### config.mk
export PLATFORM = sky130hd
export DESIGN_NAME = serial_word_loader
export DESIGN_NICKNAME = d
export VERILOG_FILES = /design/src/rtl/serial_word_loader_pkg.sv /design/src/rtl/serial_word_loader.sv
export SDC_FILE = /design/constraint.sdc
export NUM_CORES = 1
export LEC_CHECK = 0
export CORE_UTILIZATION = 40
export CTS_BUF_LIST = sky130_fd_sc_hd__clkbuf_8
export DETAILED_ROUTE_END_ITERATION = 10
export GPL_TIMING_DRIVEN = 0
export PLACE_DENSITY = 0.69
export SLEW_MARGIN = 10
export SYNTH_ARGS = -nofsm -noshare
export SYNTH_HDL_FRONTEND = slang
export SYNTH_SLANG_ARGS = --single-unit
### constraint.sdc
create_clock -name clk -period 1.13 [get_ports clk]
set_input_delay 0.339 -clock clk [delete_from_list [all_inputs] [get_ports clk]]
set_output_delay 0.339 -clock clk [all_outputs]
set_load 0.01 [all_outputs]
### src/rtl/serial_word_loader_pkg.sv
// Shared types for the serial-to-parallel word loader.
package serial_word_loader_pkg;

    typedef enum logic [0:0] {
        COLLECT = 1'b0,
        FULL    = 1'b1
    } sloader_state_t;

endpackage

### src/rtl/serial_word_loader.sv
// Assembles an N-bit word from a serial bit stream and offers it on a
// single-buffered valid/ready port feeding a chip-enable register stage.
module serial_word_loader
    import serial_word_loader_pkg::*;
#(
    parameter int N         = 8,
    parameter bit MSB_FIRST = 1'b1
) (
    input  logic                     clk,
    input  logic                     rst,
    input  logic                     sin_valid,
    input  logic                     sin_data,
    output logic                     sin_ready,
    input  logic                     flush,
    output logic [N-1:0]             dout,
    output logic                     dout_valid,
    input  logic                     dout_ready,
    output logic [$clog2(N+1)-1:0]   bit_count
);

    localparam int CW = $clog2(N + 1);
    // The final bit of a word goes straight into dout, so only N-1 bits are kept.
    localparam int PW = (N > 1) ? (N - 1) : 1;

    sloader_state_t state_r;
    logic [PW-1:0]  part_r;
    logic [N-1:0]   dout_r;
    logic [CW-1:0]  count_r;

    logic [N-1:0]   shifted_s;
    logic [PW-1:0]  part_next_s;
    logic           acc_s;
    logic           wacc_s;
    logic           last_bit_s;

    generate
        if (N == 1) begin : g_one
            assign shifted_s   = sin_data;
            assign part_next_s = 1'b0;
        end else if (MSB_FIRST) begin : g_msb
            assign shifted_s   = {part_r, sin_data};
            assign part_next_s = shifted_s[N-2:0];
        end else begin : g_lsb
            assign shifted_s   = {sin_data, part_r};
            assign part_next_s = shifted_s[N-1:1];
        end
    endgenerate

    assign dout_valid = (state_r == FULL);
    assign dout       = dout_r;
    assign bit_count  = count_r;
    assign acc_s      = sin_valid & sin_ready;
    assign wacc_s     = dout_valid & dout_ready;
    assign last_bit_s = (count_r == CW'(N - 1));

    // Input may be taken while collecting, or while full if the word leaves this cycle.
    always_comb begin
        sin_ready = 1'b0;
        case (state_r)
            COLLECT: sin_ready = 1'b1;
            FULL:    sin_ready = dout_ready;
            default: sin_ready = 1'b0;
        endcase
    end

    // Counter, shifter and collect/full state machine.
    always_ff @(posedge clk) begin
        if (rst) begin
            state_r <= COLLECT;
            part_r  <= '0;
            dout_r  <= '0;
            count_r <= '0;
        end else begin
            case (state_r)
                COLLECT: begin
                    if (flush) begin
                        count_r <= '0;
                        part_r  <= '0;
                    end else if (acc_s) begin
                        part_r <= part_next_s;
                        if (last_bit_s) begin
                            count_r <= '0;
                            dout_r  <= shifted_s;
                            state_r <= FULL;
                        end else begin
                            count_r <= count_r + CW'(1);
                        end
                    end
                end
                FULL: begin
                    // flush never discards the held word; it only drops a coincident bit.
                    if (flush) begin
                        part_r <= '0;
                    end
                    if (wacc_s) begin
                        if (acc_s && !flush) begin
                            part_r <= part_next_s;
                            if (N == 1) begin
                                dout_r <= shifted_s;
                            end else begin
                                count_r <= CW'(1);
                                state_r <= COLLECT;
                            end
                        end else begin
                            state_r <= COLLECT;
                        end
                    end
                end
                default: begin
                    state_r <= COLLECT;
                    count_r <= '0;
                end
            endcase
        end
    end

endmodule
After elaboration in Yosys (flattened, before gate mapping)
Cells that the tools add are included.
{"block": "word_totals", "reg_bits": 20, "in_bits": 6, "output_inout_bits": 14, "elab_cells": 35}
{"block": "op_classes", "n_addsub": 1, "eq_ne": 4, "muxes": 18, "bitwise_logic": 4, "reduce_logical": 4}
{"operator": "7-bit 2-to-1 mux", "count": 5}
{"operator": "4-bit 2-to-1 mux", "count": 5}
{"operator": "7-bit one-hot mux with 2 select lines", "count": 1}
{"operator": "4-bit one-hot mux with 2 select lines", "count": 1}
{"operator": "4-bit by 1-bit adder with 4-bit output (second input constant)", "count": 1}
{"operator": "4-bit by 3-bit equality test with 1-bit output (second input constant)", "count": 1}
{"operator": "1-bit 2-to-1 mux", "count": 4}
{"operator": "2-bit by 1-bit != test with 1-bit output (second input constant)", "count": 2}
{"operator": "1-bit one-hot mux with 2 select lines", "count": 2}
{"operator": "4-bit AND reduction", "count": 1}
{"operator": "3-bit != test (second input constant)", "count": 1}
{"operator": "3-bit AND reduction", "count": 1}
{"operator": "1-bit AND", "count": 2}
{"operator": "1-bit inverter", "count": 2}
{"operator": "1-bit logical AND", "count": 1}
{"operator": "1-bit zero test", "count": 1}

Logic depth before layout (Yosys ltp)
Gate-level depths: netlist (run 1).
{"block": "logic_depth", "depth_word": 7, "mapped_depth": 5, "mapped_depth_nobuf": 4}

Least setup slack after synthesis (run 1)
Ideal clock, no wire load.
{"block": "synth_path", "path_kind": "flip-flop to flip-flop", "from": "register count_r[0] (netlist: bit_count[0])", "to": "register dout_r[0] (netlist: dout[0])", "setup_time_ns": 0.128, "arrival_ns": 1.206, "t_required_ns": 1.002, "slack_ns": -0.203, "stages_incl_launch_ff": 6, "n_path_buf": 1, "period_less_slack_ns": 1.333, "cell_sequence": "dfxtp_1 > ha_1 > and4_1 > buf_6 > mux2i_1 > nor2_1"}
{"block": "synth_between", "elab_chain_cells": 2}
{"element": "from (decl)", "line_no": "serial_word_loader.sv:28", "text": "logic [CW-1:0] count_r;"}
{"element": "from (signal assigned)", "line_no": "serial_word_loader.sv:86", "text": "count_r <= count_r + CW'(1);"}
{"element": "4-bit by 3-bit equality test with 1-bit output", "line_no": "serial_word_loader.sv:54", "text": "assign last_bit_s = (count_r == CW'(N - 1));"}
{"element": "4-bit AND reduction (no source line)"}
{"element": "to (signal assigned)", "line_no": "serial_word_loader.sv:83", "text": "dout_r <= shifted_s;"}
{"element": "to (signal assigned)", "line_no": "serial_word_loader.sv:99", "text": "dout_r <= shifted_s;"}
{"element": "to (decl)", "line_no": "serial_word_loader.sv:27", "text": "logic [N-1:0] dout_r;"}
No other way between the ends.
A chain may end at the register's enable or synchronous reset.

Final worst setup path (run 1)
{"block": "layout_path", "from": "register count_r[2] (netlist: bit_count[2])", "to": "register dout_r[0] (netlist: dout[0])"}
Same word-level chain as after synthesis.

==> results of run 1 <==
## report_power, final
group          total (W)  switching [W]  internal, W
Combinational   0.000150      0.0000794    0.0000710
Clock           0.000464       0.000223     0.000242
Sequential      0.000722      0.0000123     0.000710
Total            0.00134       0.000314      0.00102
## what timing repair did
action | CTS | global route
pin swaps | 6 | 3
setup buffers | 10 | 2
gates resized for setup | 76 | 18
endpoints found under the setup margin | 34 | 17
cloned | 1 | 0
## metrics by stage
| step | hold WS (ns) | cells | utilization (%) | power (W) | instance area, um2 |
|---|---|---|---|---|---|
| after floorplan | 0.465 | 82 | - | 0.000806 | 873 |
| after global placement | 0.471 | 127 | 56.0 | 0.000849 | 1090 |
| after detailed placement | 0.484 | 127 | 56.0 | 0.000851 | 1090 |
| after CTS | 0.461 | 142 | 61.7 | 0.00132 | 1200 |
| after global routing | 0.476 | 144 | 65.9 | 0.00138 | 1280 |
| final | 0.467 | 144 | 65.9 | 0.00134 | 1280 |
## per-layer routing
metal / share of wire, % / vias up
li1: - / 365
met1: 46 / 339
met2: 49 / 17
met3: 3.7 / 4
met4: 1.3 / 0
met5: 0 / -
## synth_stat cells
cell type and count:
dfxtp_1 20, a21oi_1 4, mux2i_1 11, nand4b_1 1
ha_1 1, o221a_2 3, a21oi_2 1, nor2b_1 1
clkbuf_1 2, buf_4 1, and3_1 1, nand2b_1 2
and4_1 1, a21o_1 1, nor2_2 1, a311oi_1 1
nor2_1 11, o21ai_1 3, inv_2 1, nand3_1 2
nor3_2 3, nand2_2 1, a22oi_1 1, nor3_1 4
a211oi_1 1, buf_6 1, nand2_1 2
## tightest hold or removal path, cell delays in order
cell	delay, ns
buf_2	0.14
nand2b_4	0.16
a21oi_2	0.05
## state kept, by name, indices dropped and copies added (netlist names)
| register | flops |
|---|---|
| bit_count | 4 |
| dout | 8 |
| dout_valid | 1 |
| part_r | 7 |
## path summary, 6_finish.rpt
check	endpoint	slack, ns	cells past startpoint	start
max reg2reg	dout[0]$_SDFFE_PP0P_	-0.12	5	bit_count[2]$_SDFFE_PP0P_
max	dout[0]$_SDFFE_PP0P_	-0.12	5	bit_count[2]$_SDFFE_PP0P_
min	dout_valid$_SDFF_PP0_	0.47	3	dout_ready
min reg2reg	dout[4]$_SDFFE_PP0P_	0.48	2	dout[4]$_SDFFE_PP0P_
## cell type report
| type | count | area [um2] |
|---|---|---|
| clock inverter | 1 | 3.75 |
| fill | 150 | 663 |
| sequential | 20 | 422 |
| inverter | 1 | 3.75 |
| multi-input combinational | 57 | 513 |
| tap | 27 | 33.8 |
| timing repair buffer | 31 | 230 |
| clock buffer | 3 | 41.3 |
| buffer | 4 | 31.3 |
## kinds of logic after synthesis
family                     Yosys count
and+or+nand+nor                     30
DFF                                 20
AOI/OAI and AO/OA                   15
muxes                               11
buffers and inverters                5
adders and majority gates            1
==> flow_metrics.tcl, run 1 <==
set metrics [dict create \
    cts_root_buf "clkbuf_8" \
    placementRows 16 \
    place.gp.congestion 0.736 \
    drive_gt1_share_pct 59.0 \
    synthTopCellsByArea "dfxtp_1 (48%), mux2i_1 (13%), nor2_1 (5.0%), o221a_2 (4.1%), nor3_2 (3.6%)" \
    max_stage_delay_ns 0.36 \
    peakVddDrop_mv 0.753 \
    synth.avg_cell_area_um2 10.1 \
    top_usage_layer "met2" \
    dr.first_iter.drc_count 9 \
    ant_nets 0 \
    setup_viol 13 \
    synthCells 82 \
    worst_pin_slew_ns 0.557 \
    synth_seq_cells 20 \
    ys_seq_area_share_pct 48.5 \
    end_kind "flop" \
    grt_use_met3_pct 4.15 \
    coreArea_um2 1940 \
    synthSimpleGateAreaFrac_pct 19.8 \
    synth_warnings 0 \
    use_met1_pct 26.2 \
    grt.total_usage_pct 20.0 \
    crit_path_start_kind "flop" \
    worst_slack_ns -0.117 \
    synth-xor-area-share_pct 0 \
    synth_compound_area_share_pct 13.2 \
    grt_pass1_vias 681 \
    wl_um 2070 \
    path_delay_family "simple AND/OR/NAND/NOR gates" \
    fin_skew_ns 0.00220 \
    io_buffers 18 \
    chipHeight_um 47.4 \
    clock_latency_ns 0.25 \
    place_ws_ns -0.853 \
    final_cell_mix "buf_2 (12), dfxtp_1 (11), mux2i_1 (10), nor2_1 (10), buf_4 (10)" \
    crit_arrival_ns 1.39 \
    p_leak_nw 0.527 \
    cts_made_buffers 3 \
    grtUsageMet2_pct 30.4 \
    hpwl_um 1170 \
    syn_area_um2 826 \
    worstPathCellList "nor2b_4 -> and4_4 -> buf_6 -> mux2i_1 -> nor2_1" \
    layout_commonest_cell "buf_2" \
    worstPathRequired_ns 1.27 \
    power_density_nw_per_um2 1050 \
    fin_crit_ns 1.25 \
    hold_violations 0 \
    fmaxAchievable_mhz 802 \
    clock_path_buffers 2 \
    yosysTopAreaCellShare_pct 48.5 \
    synthAdderAreaFrac_pct 1.52 \
    htree_levels 1 \
    synth_top_family_by_area "simple AND/OR/NAND/NOR gates" \
    drc_errors 0 \
    first_pass_iters 4 \
    maxCapViolations 0 \
    syn_nets 89 \
    ios 20 \
    vias 725 \
    clock_sinks 20 \
    tns_ns -1.10 \
    antenna_cells 0 \
    drv_slew 0 \
    hold_buffers 0 \
    yosys-mux-area-fraction_pct 13.3 \
    die_w_um 47.4 \
    cts_tree "built" \
    antenna_found_initial 0 \
    synth_largest_area_cell "dfxtp_1" \
    crit_buf_inv 1 \
    drt-wirelength-per-cell_um 14.4 \
    cpMaxStageDelayCell "dfxtp_4" \
    start_util_pct 42.5 \
    status "finished, violations left" \
    cp_max_fo 5 \
    slew_headroom_pct 62.9 \
    violations "setup timing" \
    grt_max_degree 12 \
    critPathKind "reg2reg" \
    rsz0062_at_grt "true" \
    post-route-period-util_pct 110 \
    vias_per_cell 5.03 \
    final_nets 125 \
    overflow 0 \
    synth_cell_types 27 \
    path_clk_slew_ns 0.07 \
    hold_path_class "in2reg" \
    die-area_um2 2250 \
    syn2layout_area_growth_pct 54.8 \
    grt_pass1_wl_um 3030 \
]
(Power assumes the default switching activity.)
==> run 2, diff against run 1 <==
CTS_CLUSTER_DIAMETER = 50   (was not set)
TNS_END_PERCENT = 10   (was not set)
==> run 2 against run 1 <==
The run still ends with setup timing left. Total power rose by 3.5%. Die area stayed put. Combinational power is 14% lower. Setup slack got worse by 0.0081 ns. Final area is 5.0% lower. Non-clock buffer count is 2 lower. Global-route usage rose by 0.71 points. Worst hold slack better by 0.011 ns. Utilization shrank 3.3 points. Final cell count shrank 1.4%. Largest power group unchanged.
==> flow_metrics.tcl, run 2 (synthesis results as in run 1) <==
set metrics [dict create \
    end_kind "flop" \
    fmaxAchievable_mhz 797 \
    maxCapViolations 0 \
    hold_path_end "dout[6]$_SDFFE_PP0P_" \
    antenna_cells 0 \
    place_ws_ns -0.780 \
    rsz0062_at_grt "true" \
    cts_made_buffers 3 \
    clock_path_buffers 2 \
    largest_register_ffs 8 \
    hp-start "dout[6]$_SDFFE_PP0P_" \
    io_buffers 18 \
    drt-wirelength-per-cell_um 13.9 \
    cts_tree "built" \
    ant_nets 0 \
    worst_pin_slew_ns 0.501 \
    overflow 0 \
    worstPathCellList "nor2b_4 -> and4_4 -> buf_6 -> mux2i_1 -> nor2_1" \
    first_pass_iters 4 \
    fin_util_pct 62.6 \
    hold_violations 0 \
    dr.first_iter.drc_count 14 \
    grt.total_usage_pct 20.7 \
    fin_crit_ns 1.25 \
    crit_buf_inv 1 \
    r2r-start "bit_count[2]$_SDFFE_PP0P_" \
    final_cell_mix "mux2i_1 (11), nor2_1 (11), dfxtp_1 (11), buf_2 (11), buf_4 (9)" \
    placementRows 16 \
    post-route-period-util_pct 111 \
    critPathKind "reg2reg" \
    start_util_pct 42.5 \
    path_clk_slew_ns 0.07 \
    finalNonFillerCells 142 \
    clock_sinks 20 \
    fin_skew_ns 0.00530 \
    crit_arrival_ns 1.39 \
    peakVddDrop_mv 1.15 \
    clock_latency_ns 0.26 \
    reg2reg_slack_ns -0.12 \
    vias_per_cell 5.23 \
    htree_levels 1 \
    place_area_um2 1050 \
    grt_pass1_vias 704 \
    wl_um 1970 \
    reg2reg_depth 5 \
    final_area_um2 1210 \
    cts_root_buf "clkbuf_8" \
    hold_path_class "reg2reg" \
    die_w_um 47.4 \
    hpwl_um 1160 \
    drc_errors 0 \
    vias 743 \
    grt_max_degree 12 \
    die-area_um2 2250 \
    slew_headroom_pct 66.6 \
    hold_buffers 0 \
    worst_slack_ns -0.125 \
    place.gp.congestion 0.794 \
    status "finished, violations left" \
    worstPathRequired_ns 1.26 \
    grt_pass1_wl_um 3140 \
    setup_viol 19 \
    cpMaxStageDelayCell "dfxtp_2" \
    syn2layout_area_growth_pct 47.1 \
    drive_gt1_share_pct 52.2 \
    antenna_found_initial 0 \
    p_leak_nw 0.512 \
    coreArea_um2 1940 \
    max_stage_delay_ns 0.35 \
    ios 20 \
    violations "setup timing" \
    path_delay_family "simple AND/OR/NAND/NOR gates" \
    final_nets 123 \
    crit_path_start_kind "flop" \
    chipHeight_um 47.4 \
    r2r_end "dout[4]$_SDFFE_PP0P_" \
    hold_depth 2 \
    total_power_w 0.00138 \
    drv_slew 0 \
    cp_max_fo 5 \
    power_density_nw_per_um2 1140 \
    placedCellCount 127 \
]
==> run 2: worst max-delay path by stage <==
stage                         startpoint                    to  depth (start not counted)
2_1_floorplan  bit_count[0]$_SDFFE_PP0P_  dout[0]$_SDFFE_PP0P_                          5
3_3_place_gp                  dout_ready             sin_ready                          3
3_5_place_dp                  dout_ready             sin_ready                          3
4_1_cts        bit_count[2]$_SDFFE_PP0P_  dout[4]$_SDFFE_PP0P_                          5
5_1_grt        bit_count[2]$_SDFFE_PP0P_  dout[2]$_SDFFE_PP0P_                          5
6_report       bit_count[2]$_SDFFE_PP0P_  dout[4]$_SDFFE_PP0P_                          5
==> run 2: layout make-up <==
class	instances	area (um2)
clock buffer	4	55.1
timing repair buffer	29	215
buffer	4	30.0
inverter	1	3.75
multi-input combinational	57	455
sequential	20	422
fill	160	727
tap	27	33.8
==> run 2: timing repair <==
action                                  CTS  global route
gates resized for setup                  78             5
pin swaps                                 5             2
buffers inserted                         10             0
endpoints found under the setup margin   34            22
cloned                                    1             0
==> run 2: tightest hold or removal path, delay by kind of cell, from the launching register on <==
kind	cells	cell delay, ns
and+or+nand+nor	1	0.07
DFF	1	0.32
muxes	1	0.05
==> run 2: layer usage <==
| metal | vias up | routed length, um | track usage (%) |
|---|---|---|---|
| li1 | 367 | - | - |
| met4 | 0 | 45 | 10.3 |
| met1 | 351 | 862 | 25.5 |
| met2 | 21 | 969 | 32.3 |
| met3 | 4 | 89 | 6.79 |
| met5 | - | 0 | 0 |
==> run 2: stage by stage <==
stage	hold WS (ns)	setup TNS, ns
global placement	0.470	-12.48
CTS	0.486	-1.41
floorplan	0.465	-1.37
global route	0.502	-3.03
detailed placement	0.479	-12.72
finish	0.478	-1.64
==> run 2: report_power, final <==
| part | total (W) | internal (W) | leakage [nW] | switching (W) |
|---|---|---|---|---|
| clock network | 0.000535 | 0.000310 | 0.0288 | 0.000225 |
| logic | 0.000129 | 0.0000607 | 0.316 | 0.0000679 |
| registers | 0.000720 | 0.000709 | 0.168 | 0.0000105 |
==> run 3, diff against run 2 <==
SLEW_MARGIN = not set   (was 10)
==> results of run 3 <==
No change in the layout: final DEF, timing and power equal those of run 2.
